**src/rtl/manchester_pkg.sv**
```systemverilog
`default_nettype none
// ============================================================================
// Module   : manchester_pkg
// Brief    : Shared mode constants, tx state type and half-symbol level helper
// Revision : 1.0 - initial release
// ============================================================================
package manchester_pkg;

    localparam logic MODE_IEEE   = 1'b0;
    localparam logic MODE_THOMAS = 1'b1;

    typedef enum logic [1:0] {
        IDLE     = 2'd0,
        PREAMBLE = 2'd1,
        DATA     = 2'd2
    } tx_state_t;

    // IEEE leads with the complement of the bit, Thomas leads with the bit.
    function automatic logic manch_half(input logic bit_val, input logic mode, input logic phase);
        return (mode == MODE_THOMAS) ? (bit_val ^ phase) : (bit_val ^ ~phase);
    endfunction

endpackage
`default_nettype wire

```
**src/rtl/manchester_half_timer.sv**
```systemverilog
`default_nettype none
// ============================================================================
// Module   : manchester_half_timer
// Brief    : Half-symbol pacing counter with end-of-half strobe and phase bit
// Revision : 1.0 - initial release
// ============================================================================
module manchester_half_timer #(
    parameter int HALF_BIT_CYCLES = 4
) (
    input  logic clk,
    input  logic rst_n,
    input  logic run,
    input  logic clear,
    output logic half_end,
    output logic phase
);

    localparam int c_CNT_W = (HALF_BIT_CYCLES > 1) ? $clog2(HALF_BIT_CYCLES) : 1;
    localparam logic [c_CNT_W-1:0] c_LAST = c_CNT_W'(HALF_BIT_CYCLES - 1);

    logic [c_CNT_W-1:0] r_cnt;
    logic               r_phase;

    assign half_end = run & (r_cnt == c_LAST);
    assign phase    = r_phase;

    always_ff @(posedge clk or negedge rst_n) begin
        if (!rst_n) begin
            r_cnt   <= '0;
            r_phase <= 1'b0;
        end else if (clear) begin
            r_cnt   <= '0;
            r_phase <= 1'b0;
        end else if (run) begin
            if (r_cnt == c_LAST) begin
                r_cnt   <= '0;
                r_phase <= ~r_phase;
            end else begin
                r_cnt <= r_cnt + c_CNT_W'(1);
            end
        end
    end

endmodule
`default_nettype wire

```
**src/rtl/manchester_tx_serial.sv**
```systemverilog
`default_nettype none
// ============================================================================
// Module   : manchester_tx_serial
// Brief    : Serial Manchester line encoder with optional alternating preamble
// Revision : 1.0 - initial release
// ============================================================================
module manchester_tx_serial
    import manchester_pkg::*;
#(
    parameter int   DATA_W          = 8,
    parameter int   HALF_BIT_CYCLES = 4,
    parameter int   PREAMBLE_BITS   = 0,
    parameter bit   MSB_FIRST       = 1'b1,
    parameter logic IDLE_LEVEL      = 1'b0
) (
    input  logic              clk,
    input  logic              rst_n,
    input  logic              en,
    input  logic              mode,
    input  logic              s_valid,
    output logic              s_ready,
    input  logic [DATA_W-1:0] s_data,
    output logic              tx_out,
    output logic              tx_oe,
    output logic              busy,
    output logic              done
);

    localparam int c_MAX_BITS = (PREAMBLE_BITS > DATA_W) ? PREAMBLE_BITS : DATA_W;
    localparam int c_BIT_W    = $clog2(c_MAX_BITS + 1);
    localparam logic [c_BIT_W-1:0] c_LAST_DATA = c_BIT_W'(DATA_W - 1);
    localparam logic [c_BIT_W-1:0] c_LAST_PRE  = c_BIT_W'((PREAMBLE_BITS > 0) ? PREAMBLE_BITS - 1 : 0);

    tx_state_t           r_state;
    logic                r_mode;
    logic [DATA_W-1:0]   r_shreg;
    logic [c_BIT_W-1:0]  r_bit_cnt;
    logic                r_tx_out;
    logic                r_tx_oe;
    logic                r_done;

    logic                w_xfer;
    logic                w_run;
    logic                w_half_end;
    logic                w_phase;
    logic                w_cur_bit;
    logic                w_next_bit;
    logic                w_first_in;
    logic [DATA_W-1:0]   w_shifted;
    logic                w_level_bit;

    assign s_ready = (r_state == IDLE) & en;
    assign w_xfer  = s_valid & s_ready;
    assign w_run   = (r_state != IDLE) & en;
    assign busy    = (r_state != IDLE);
    assign tx_out  = r_tx_out;
    assign tx_oe   = r_tx_oe;
    assign done    = r_done;

    generate
        if (MSB_FIRST) begin : g_msb_first
            assign w_shifted  = r_shreg << 1;
            assign w_cur_bit  = r_shreg[DATA_W-1];
            assign w_next_bit = w_shifted[DATA_W-1];
            assign w_first_in = s_data[DATA_W-1];
        end else begin : g_lsb_first
            assign w_shifted  = r_shreg >> 1;
            assign w_cur_bit  = r_shreg[0];
            assign w_next_bit = w_shifted[0];
            assign w_first_in = s_data[0];
        end
    endgenerate

    // Preamble bit k is 1 for even k, so the bit counter LSB selects it.
    assign w_level_bit = (r_state == PREAMBLE) ? ~r_bit_cnt[0] : w_cur_bit;

    manchester_half_timer #(
        .HALF_BIT_CYCLES (HALF_BIT_CYCLES)
    ) u_half_timer (
        .clk      (clk),
        .rst_n    (rst_n),
        .run      (w_run),
        .clear    (~w_run),
        .half_end (w_half_end),
        .phase    (w_phase)
    );

    always_ff @(posedge clk or negedge rst_n) begin
        if (!rst_n) begin
            r_state   <= IDLE;
            r_mode    <= MODE_IEEE;
            r_shreg   <= '0;
            r_bit_cnt <= '0;
            r_tx_out  <= IDLE_LEVEL;
            r_tx_oe   <= 1'b0;
            r_done    <= 1'b0;
        end else begin
            r_done <= 1'b0;
            case (r_state)
                IDLE: begin
                    if (w_xfer) begin
                        r_mode    <= mode;
                        r_shreg   <= s_data;
                        r_bit_cnt <= '0;
                        r_tx_oe   <= 1'b1;
                        if (PREAMBLE_BITS > 0) begin
                            r_state  <= PREAMBLE;
                            r_tx_out <= manch_half(1'b1, mode, 1'b0);
                        end else begin
                            r_state  <= DATA;
                            r_tx_out <= manch_half(w_first_in, mode, 1'b0);
                        end
                    end
                end
                default: begin
                    if (!en) begin
                        r_state   <= IDLE;
                        r_tx_out  <= IDLE_LEVEL;
                        r_tx_oe   <= 1'b0;
                        r_bit_cnt <= '0;
                    end else if (w_half_end) begin
                        if (!w_phase) begin
                            r_tx_out <= manch_half(w_level_bit, r_mode, 1'b1);
                        end else if (r_state == PREAMBLE) begin
                            if (r_bit_cnt == c_LAST_PRE) begin
                                r_state   <= DATA;
                                r_bit_cnt <= '0;
                                r_tx_out  <= manch_half(w_cur_bit, r_mode, 1'b0);
                            end else begin
                                r_bit_cnt <= r_bit_cnt + c_BIT_W'(1);
                                r_tx_out  <= manch_half(r_bit_cnt[0], r_mode, 1'b0);
                            end
                        end else begin
                            r_shreg <= w_shifted;
                            if (r_bit_cnt == c_LAST_DATA) begin
                                r_state   <= IDLE;
                                r_tx_out  <= IDLE_LEVEL;
                                r_tx_oe   <= 1'b0;
                                r_done    <= 1'b1;
                                r_bit_cnt <= '0;
                            end else begin
                                r_bit_cnt <= r_bit_cnt + c_BIT_W'(1);
                                r_tx_out  <= manch_half(w_next_bit, r_mode, 1'b0);
                            end
                        end
                    end
                end
            endcase
        end
    end

endmodule
`default_nettype wire
```
**config.mk**
```make
export PLATFORM = sky130hd
export DESIGN_NAME = manchester_tx_serial
export DESIGN_NICKNAME = d
export VERILOG_FILES = /design/src/rtl/manchester_pkg.sv /design/src/rtl/manchester_half_timer.sv /design/src/rtl/manchester_tx_serial.sv
export SDC_FILE = /design/constraint.sdc
export NUM_CORES = 1
export LEC_CHECK = 0
export ABC_AREA = 0
export BUFFER_PORTS_ARGS = -buffer_cell sky130_fd_sc_hd__buf_2
export CAP_MARGIN = 10
export CORE_MARGIN = 10
export CORE_UTILIZATION = 30
export DETAILED_ROUTE_END_ITERATION = 16
export GPL_TIMING_DRIVEN = 0
export HOLD_SLACK_MARGIN = 0.12
export PLACE_DENSITY = 0.56
export REMOVE_ABC_BUFFERS = 1
export SYNTH_ARGS = -nofsm -noshare
export SYNTH_HDL_FRONTEND = slang
export SYNTH_SLANG_ARGS = --single-unit
export TNS_END_PERCENT = 5
```
**constraint.sdc**
```tcl
create_clock -name clk -period 1.25 [get_ports clk]
set_input_delay 0.0625 -clock clk [delete_from_list [all_inputs] [get_ports clk]]
set_output_delay 0.0625 -clock clk [all_outputs]
set_load 0.02 [all_outputs]
```
==> impl_metrics.yaml, run 1 <==
clocking:
  h-tree-depth: 1
  clkSlewWorstSetupHoldPaths_ps: 130
  clk_path_buf_depth: 2
  clkLatencyLatePin_ps: 310
  cts_sinks: 20
  cts_tree: "done"
  ctsRootBufferMaster: "clkbuf_4"
  cts_made_buffers: 3
global_routing:
  top_usage_layer: "met2"
  met3_usage_pct: 3.00
  gr-usage-met1_pct: 9.19
  grt_overflow: 0
  grt_pass1_wl_um: 4210
  grt_pass1_vias: 901
  grt_max_degree: 21
  use_met2_pct: 14.8
  grt_antenna_before_repair: 0
  grtUsageTotal_pct: 8.44
routing:
  drt_drc_violations_left: 0
  routed_wl_um: 2350
  drt_iter0_drc: 45
  wire_per_inst_um: 13.5
  via_per_inst: 4.76
  drt_pass1_iterations: 4
  vias: 828
  ant_nets: 0
critical_path:
  cp-end-kind: "register"
  crit_arrival_ps: 1530
  critical_path_required_ps: 1480
  reg2reg_to: "r_shreg[0]"
  critPathLaunchType: "register"
  r2r_slack_ps: -50
  path_max_fanout: 16
  criticalPathCategory: "register to register"
  rr_startpoint: "u_half_timer.r_cnt[0]"
  rr_worst_depth: 6
pwr:
  p_per_area_nw_per_um2: 1850
  power.leakage_nw: 0.636
  vdd_ir_drop_max_mv: 0.855
yosys:
  synth_fa_ha_area_share_pct: 2.50
  ys.flop_type: "dfrtp_1"
  synth.most_common_cell: "dfrtp_1"
  yosysTopAreaCellShare_pct: 49.9
  synth_top_family_by_area: "simple AND/OR/NAND/NOR gates"
  synthCells: 95
  synth_xor_area_share_pct: 3.50
  synth_simple_gate_area_share_pct: 15.9
  ys_seq_area_share_pct: 49.9
  synthArstFlopShare_pct: 100
  synth_edf_count: 0
  synth.area.mux_share_pct: 8.11
  synth-seq-cells: 20
  synth_area_um2: 1000
  yosys.cell_types.count: 30
  synth_compound_area_share_pct: 15.9
  synth_top_cell_by_area: "dfrtp_1"
  netlist_top_cells_area: "dfrtp_1, mux2i_1, nand2_1, o21ai_1, buf_6"
  ys_warn_count: 0
  synth_top_cells_by_count: "dfrtp_1, nand2_1, o21ai_1, mux2i_1, nor2_1"
  postSynthAreaPerCell_um2: 10.5
finish:
  multi_input_area_um2: 513
  seq_area_um2: 504
  fillers: 309
  area_growth_pct: 38.6
  drive_gt1_share_pct: 33.8
  final_net_count: 146
  utilization_pct: 44.4
  num_antenna_cells: 0
sta:
  rsz0062_at_grt: "true"
  fin_ws_ps: -45.9
  drv_slew: 0
  clock_skew_ps: 17.0
  slew_headroom_pct: 68.8
  hold-worst-slack_ps: 167
  fin_crit_ps: 1300
  fmax_mhz: 772
  worstMarginPinSlew_ps: 468
  setup-tns-final_ps: -333
  finalSetupViolCount: 11
  final_hold_viol_count: 0
  finalCritPeriodShare_pct: 104
floorplanning:
  rows: 20
  core_area_um2: 3130
  dieArea_um2: 6050
  fp.dieW_um: 77.8
  start_util_pct: 32.0
  die_h_um: 77.8
  pin_count: 18
min_path:
  hold_path_startpoint: "en"
  min_path_type: "input pin to register"
  min_to: "u_half_timer.r_cnt[1]"
  min_path_cells: 2
placement:
  place.gp.congestion: 0.686
  place_ws_ps: -507
  hpwl_um: 1550
  io_buffers: 17
outcome:
  violations: "negative setup slack"
  status: "finished, violations left"
job:
  drv_cap: 0
-- layer usage --
metal / share of wire [%] / vias up
met5: 0 / -
li1: - / 409
met1: 46 / 397
met2: 48 / 20
met3: 5.8 / 2
met4: 0.38 / 0
-- per-stage QoR --
stage / total power, mW / instance area [µm²] / instances
after detailed placement: 1.88 / 1100 / 152
after global placement: 1.84 / 1100 / 152
after floorplan: 1.63 / 963 / 91
after global routing: 2.76 / 1390 / 174
after CTS: 2.55 / 1370 / 173
final: 2.56 / 1390 / 174
-- state kept, by name (all words and copies together) (netlist names) --
signal and count:
done 1, r_bit_cnt 4, r_mode 1, r_shreg 8, r_state 1, tx_oe 1
tx_out 1, u_half_timer.phase 1, u_half_timer.r_cnt 2
-- worst max-delay path: stages (launching register included) --
cell	delay (ps)
dfrtp_1	430
ha_4	180
and3_4	170
o21ai_4	160
buf_12	150
nand2_1	50
o21ai_1	70
-- cell type report --
| cell class | count | area share [%] |
|---|---|---|
| multi-input combinational | 70 | 36.9 |
| sequential | 20 | 36.3 |
| timing repair buffer | 35 | 18.7 |
| tap | 44 | 3.96 |
| clock inverter | 1 | 2.16 |
| clock buffer | 3 | 1.62 |
| inverter | 1 | 0.270 |
-- power by group --
part | total [mW] | leakage (nW) | internal, mW | switching [mW]
registers | 1.06 | 0.259 | 0.860 | 0.199
clock network | 0.535 | 0.0279 | 0.324 | 0.211
logic | 0.968 | 0.348 | 0.467 | 0.501
-- how the worst max path moves through the flow --
stage                                     start          to  slack [ps]
after global placement               r_state[1]      tx_out        -480
final                     u_half_timer.r_cnt[0]  r_shreg[0]         -50
after CTS                 u_half_timer.r_cnt[0]  r_shreg[0]         -60
after global routing      u_half_timer.r_cnt[0]  r_shreg[0]        -140
after floorplan                      r_state[1]      tx_out        -320
after detailed placement             r_state[1]      tx_out        -510
-- cell usage in the layout (no fill, tap or decap), drive strengths merged, types with 3 or more instances in the layout --
cell type,instances
buf,25
clkbuf,3
nor2,7
dlygate4sd3,10
dfrtp,20
mux2i,7
nand2,15
nor2b,3
o21ai,14
-- kinds of logic (layout without fill, tap and decap cells) --
| family | after synthesis | after routing |
|---|---|---|
| simple gates | 32 | 32 |
| compound gates | 24 | 24 |
| flops | 20 | 20 |
| mux | 8 | 8 |
| buf+inv | 5 | 40 |
| xor+xnor | 4 | 4 |
| fa+ha+maj | 2 | 2 |
-- what timing repair did --
| action | 4_1_cts | 5_1_grt |
|---|---|---|
| buffers inserted | 7 | 1 |
| pin swaps | 6 | 0 |
| setup endpoints to repair | 21 | 17 |
| gates cloned | 0 | 0 |
| hold buffers | 10 | 0 |
| endpoints found under the hold margin | 29 | 0 |
| resized for setup | 11 | 5 |
No activity file was read; power rests on OpenSTA's default activity.
==> run 2: changes to the inputs <==
PLACE_DENSITY = 0.54   (was 0.56)
clock period = 1.4 ns   (was 1.25 ns; I/O delays follow)
==> impl_metrics.yaml, run 2 (synthesized netlist as in run 1, its figures left out) <==
outcome:
  status: "finished, final reports clean"
sta:
  fin_crit_ps: 1370
  drv_slew: 0
  finalSetupViolCount: 0
  final_hold_viol_count: 0
  rsz0062_at_grt: "true"
  clock_skew_ps: 4.87
  finalCritPeriodShare_pct: 97.6
  setup-tns-final_ps: 0
  fin_ws_ps: 33.8
  worstMarginPinSlew_ps: 446
  slew_headroom_pct: 70.3
  fmax_mhz: 732
critical_path:
  reg2reg_to: "tx_out"
  crit_arrival_ps: 1560
  path_max_fanout: 4
  rr_worst_depth: 5
  critPathLaunchType: "register"
  critical_path_required_ps: 1590
  criticalPathCategory: "register to register"
  cp-endpoint: "tx_out"
  crit_start: "r_bit_cnt[0]"
  rr_startpoint: "r_bit_cnt[0]"
  cp-end-kind: "register"
  r2r_slack_ps: 30
global_routing:
  met3_usage_pct: 3.57
  top_usage_layer: "met2"
  grtUsageTotal_pct: 7.43
  use_met2_pct: 11.9
  grt_overflow: 0
  grt_pass1_wl_um: 3800
  grt_antenna_before_repair: 0
  grt_max_degree: 21
  gr-usage-met1_pct: 9.13
  grt_pass1_vias: 882
finish:
  final_cell_mix: "dfrtp_1, buf_2, nand2_1, o21ai_1, dlygate4sd3_1"
  final_common_cell: "dfrtp_1"
  drive_gt1_share_pct: 27.8
  fillers: 309
  reg_top3: "r_shreg x8, r_bit_cnt x4, u_half_timer.r_cnt x2"
  top_register: "r_shreg"
  fin_area_um2: 1320
  utilization_pct: 42.2
  area_growth_pct: 31.7
  final_net_count: 142
  num_antenna_cells: 0
  largest_register_ffs: 8
clocking:
  clk_path_buf_depth: 2
  cts_tree: "done"
  clkSlewWorstSetupHoldPaths_ps: 110
  ctsRootBufferMaster: "clkbuf_4"
  clkLatencyLatePin_ps: 300
  cts_sinks: 20
  cts_made_buffers: 3
  h-tree-depth: 1
floorplanning:
  rows: 20
  fp.dieW_um: 77.8
  die_h_um: 77.8
  start_util_pct: 32.0
  pin_count: 18
  core_area_um2: 3130
  dieArea_um2: 6050
placement:
  place.gp.congestion: 0.665
  post_dp_cell_area_um2: 1100
  io_buffers: 17
  hpwl_um: 1510
  place_ws_ps: -365
routing:
  routed_wl_um: 2200
  drt_iter0_drc: 35
  ant_nets: 0
  vias: 814
  wire_per_inst_um: 12.9
  drt_pass1_iterations: 4
  via_per_inst: 4.79
  drt_drc_violations_left: 0
pwr:
  power.leakage_nw: 0.602
  vdd_ir_drop_max_mv: 0.805
  p_per_area_nw_per_um2: 1600
min_path:
  min_path_type: "input pin to register"
job:
  drv_cap: 0
-- run 2: timing repair --
item,4_1_cts,5_1_grt
pin swaps,2,2
setup buffers,2,2
setup endpoints to repair,21,7
hold endpoints to repair,29,0
hold buffers,10,0
gates resized for setup,4,3
-- run 2: worst max-delay path, stage by stage, from the launching register on --
cell and delay [ps]:
dfrtp_1 440, ha_4 170, nand3b_1 170, nand2_1 130, a211oi_2 70, o32a_1 280
-- run 2: where the power goes --
part / internal [mW] / switching, mW / total (mW)
logic: 0.402 / 0.429 / 0.832
clock network: 0.159 / 0.177 / 0.335
registers: 0.768 / 0.172 / 0.940
total: 1.33 / 0.778 / 2.11
-- run 2: how the worst min path moves through the flow --
stage | from | end | slack (ps) | depth (start not counted)
floorplan | rst_n | done | -230 | 0
global placement | rst_n | u_half_timer.r_cnt[0] | 40 | 1
detailed placement | rst_n | u_half_timer.r_cnt[1] | 50 | 1
CTS | en | r_bit_cnt[2] | 160 | 3
global route | en | u_half_timer.r_cnt[1] | 170 | 2
finish | en | r_bit_cnt[2] | 170 | 3
-- run 2: metrics by stage --
step	std cells	hold slack [ps]	power, mW
global placement	152	41.3	1.65
CTS	168	162	2.05
detailed placement	152	47.0	1.67
floorplan	91	-226	1.45
finish	170	174	2.11
global route	170	168	2.29
-- run 2: final cells by class --
class	instances	area, µm²	share of cell area, %
Multi-Input combinational cell	70	489	37.1
Sequential cell	20	504	38.2
Tap cell	44	55.1	4.17
Timing Repair Buffer	31	231	17.5
Inverter	1	3.75	0.284
Clock buffer	4	36.3	2.75
-- run 2: per-layer routing --
layer,vias up,part of all wire (%)
met3,2,5.1
met2,19,44
met5,-,0
met1,393,50
li1,400,-
met4,0,0.36
==> run 3: changes to the inputs <==
CTS_CLUSTER_DIAMETER = 50   (was unset)
HOLD_SLACK_MARGIN = 0.1   (was 0.12)
MAX_ROUTING_LAYER = met4   (was unset)
==> impl_metrics.yaml, run 3 (synthesized netlist as in run 1, its figures left out) <==
global_routing:
  grtUsageTotal_pct: 7.64
  top_usage_layer: "met2"
  met3_usage_pct: 3.34
  grt_pass1_wl_um: 3800
  gr-usage-met1_pct: 9.27
  grt_pass1_vias: 882
  use_met2_pct: 11.9
  grt_overflow: 0
  grt_antenna_before_repair: 0
  grt_max_degree: 21
clocking:
  cts_tree: "done"
  ctsRootBufferMaster: "clkbuf_4"
  clkSlewWorstSetupHoldPaths_ps: 110
  cts_made_buffers: 3
  h-tree-depth: 1
  cts_sinks: 20
  clkLatencyLatePin_ps: 300
  clk_path_buf_depth: 2
sta:
  slew_headroom_pct: 70.3
  fin_crit_ps: 1370
  setup-tns-final_ps: 0
  hold-worst-slack_ps: 174
  worstMarginPinSlew_ps: 446
  clock_skew_ps: 4.87
  finalCritPeriodShare_pct: 97.6
  fmax_mhz: 732
  rsz0062_at_grt: "true"
  fin_ws_ps: 33.8
  finalSetupViolCount: 0
  final_hold_viol_count: 0
  drv_slew: 0
floorplanning:
  rows: 20
  die_h_um: 77.8
  pin_count: 18
  dieArea_um2: 6050
  core_area_um2: 3130
  start_util_pct: 32.0
  fp.dieW_um: 77.8
critical_path:
  cp-end-kind: "register"
  criticalPathCategory: "register to register"
  path_max_fanout: 4
  critical_path_required_ps: 1590
  crit_arrival_ps: 1560
  critPathLaunchType: "register"
finish:
  final_net_count: 142
  area_growth_pct: 31.7
  final_common_cell: "dfrtp_1"
  final_cells: 170
  drive_gt1_share_pct: 27.8
  final_cell_mix: "dfrtp_1, buf_2, nand2_1, o21ai_1, dlygate4sd3_1"
  num_antenna_cells: 0
  largest_register_ffs: 8
  top_register: "r_shreg"
  reg_top3: "r_shreg x8, r_bit_cnt x4, u_half_timer.r_cnt x2"
placement:
  dp.cells: 152
  place.gp.congestion: 0.671
  place_ws_ps: -365
  io_buffers: 17
  hpwl_um: 1510
pwr:
  vdd_ir_drop_max_mv: 0.805
  p_per_area_nw_per_um2: 1600
  power.leakage_nw: 0.602
outcome:
  status: "finished, final reports clean"
min_path:
  min_path_type: "input pin to register"
routing:
  drt_iter0_drc: 35
  ant_nets: 0
  via_per_inst: 4.79
  drt_drc_violations_left: 0
  drt_pass1_iterations: 4
  routed_wl_um: 2200
  vias: 814
  wire_per_inst_um: 12.9
job:
  drv_cap: 0
==> run 3: power by group <==
part           total [mW]  leakage, nW  internal (mW)  switching, mW
Sequential          0.940        0.259          0.768          0.172
Clock               0.335       0.0210          0.159          0.177
Combinational       0.832        0.321          0.402          0.429
Total                2.11        0.602           1.33          0.778
==> run 3: stage by stage <==
step                      instance area, µm²  utilization (%)  total power [mW]
after floorplan                          963                -              1.45
after global placement                  1100             35.3              1.65
after detailed placement                1100             35.3              1.67
after CTS                               1280             40.8              2.05
after global routing                    1320             42.2              2.29
final                                   1320             42.2              2.11
==> run 3: final cells by class <==
class	count	area [µm²]
fillers	309	1810
flip-flops and latches	20	504
multi-input cells	70	489
repair buffers	31	231
well taps	44	55.1
clock buffers	4	36.3
inverters	1	3.75
==> run 3: routing by layer <==
layer  vias to the layer above  part of all wire (%)
met2                        19                    44
li1                        400                     -
met5                         -                     0
met3                         2                   4.5
met1                       393                    51
met4                         0                  0.36
==> run 3: timing repair <==
action / in CTS / in global routing
resized for setup: 4 / 3
pin swaps: 2 / 2
buffers inserted: 2 / 2
setup endpoints to repair: 21 / 7
endpoints found under the hold margin: 29 / 0
hold buffers: 10 / 0
==> run 3: critical path: stages, from the launching register on <==
cell and delay (ps):
dfrtp_1 440, ha_4 170, nand3b_1 170, nand2_1 130, a211oi_2 70, o32a_1 280
==> run 3: path summary, 6_finish.rpt <==
path	from	to	slack, ps	depth (start not counted)
min in group asynchronous	rst_n	r_shreg[6]	230	2
max in group asynchronous	rst_n	r_state[1]	830	2
setup reg to reg	r_bit_cnt[0]	tx_out	30	5
hold / removal	en	r_bit_cnt[2]	170	3
setup / recovery	r_bit_cnt[0]	tx_out	30	5
hold reg to reg	r_bit_cnt[3]	r_bit_cnt[3]	480	1
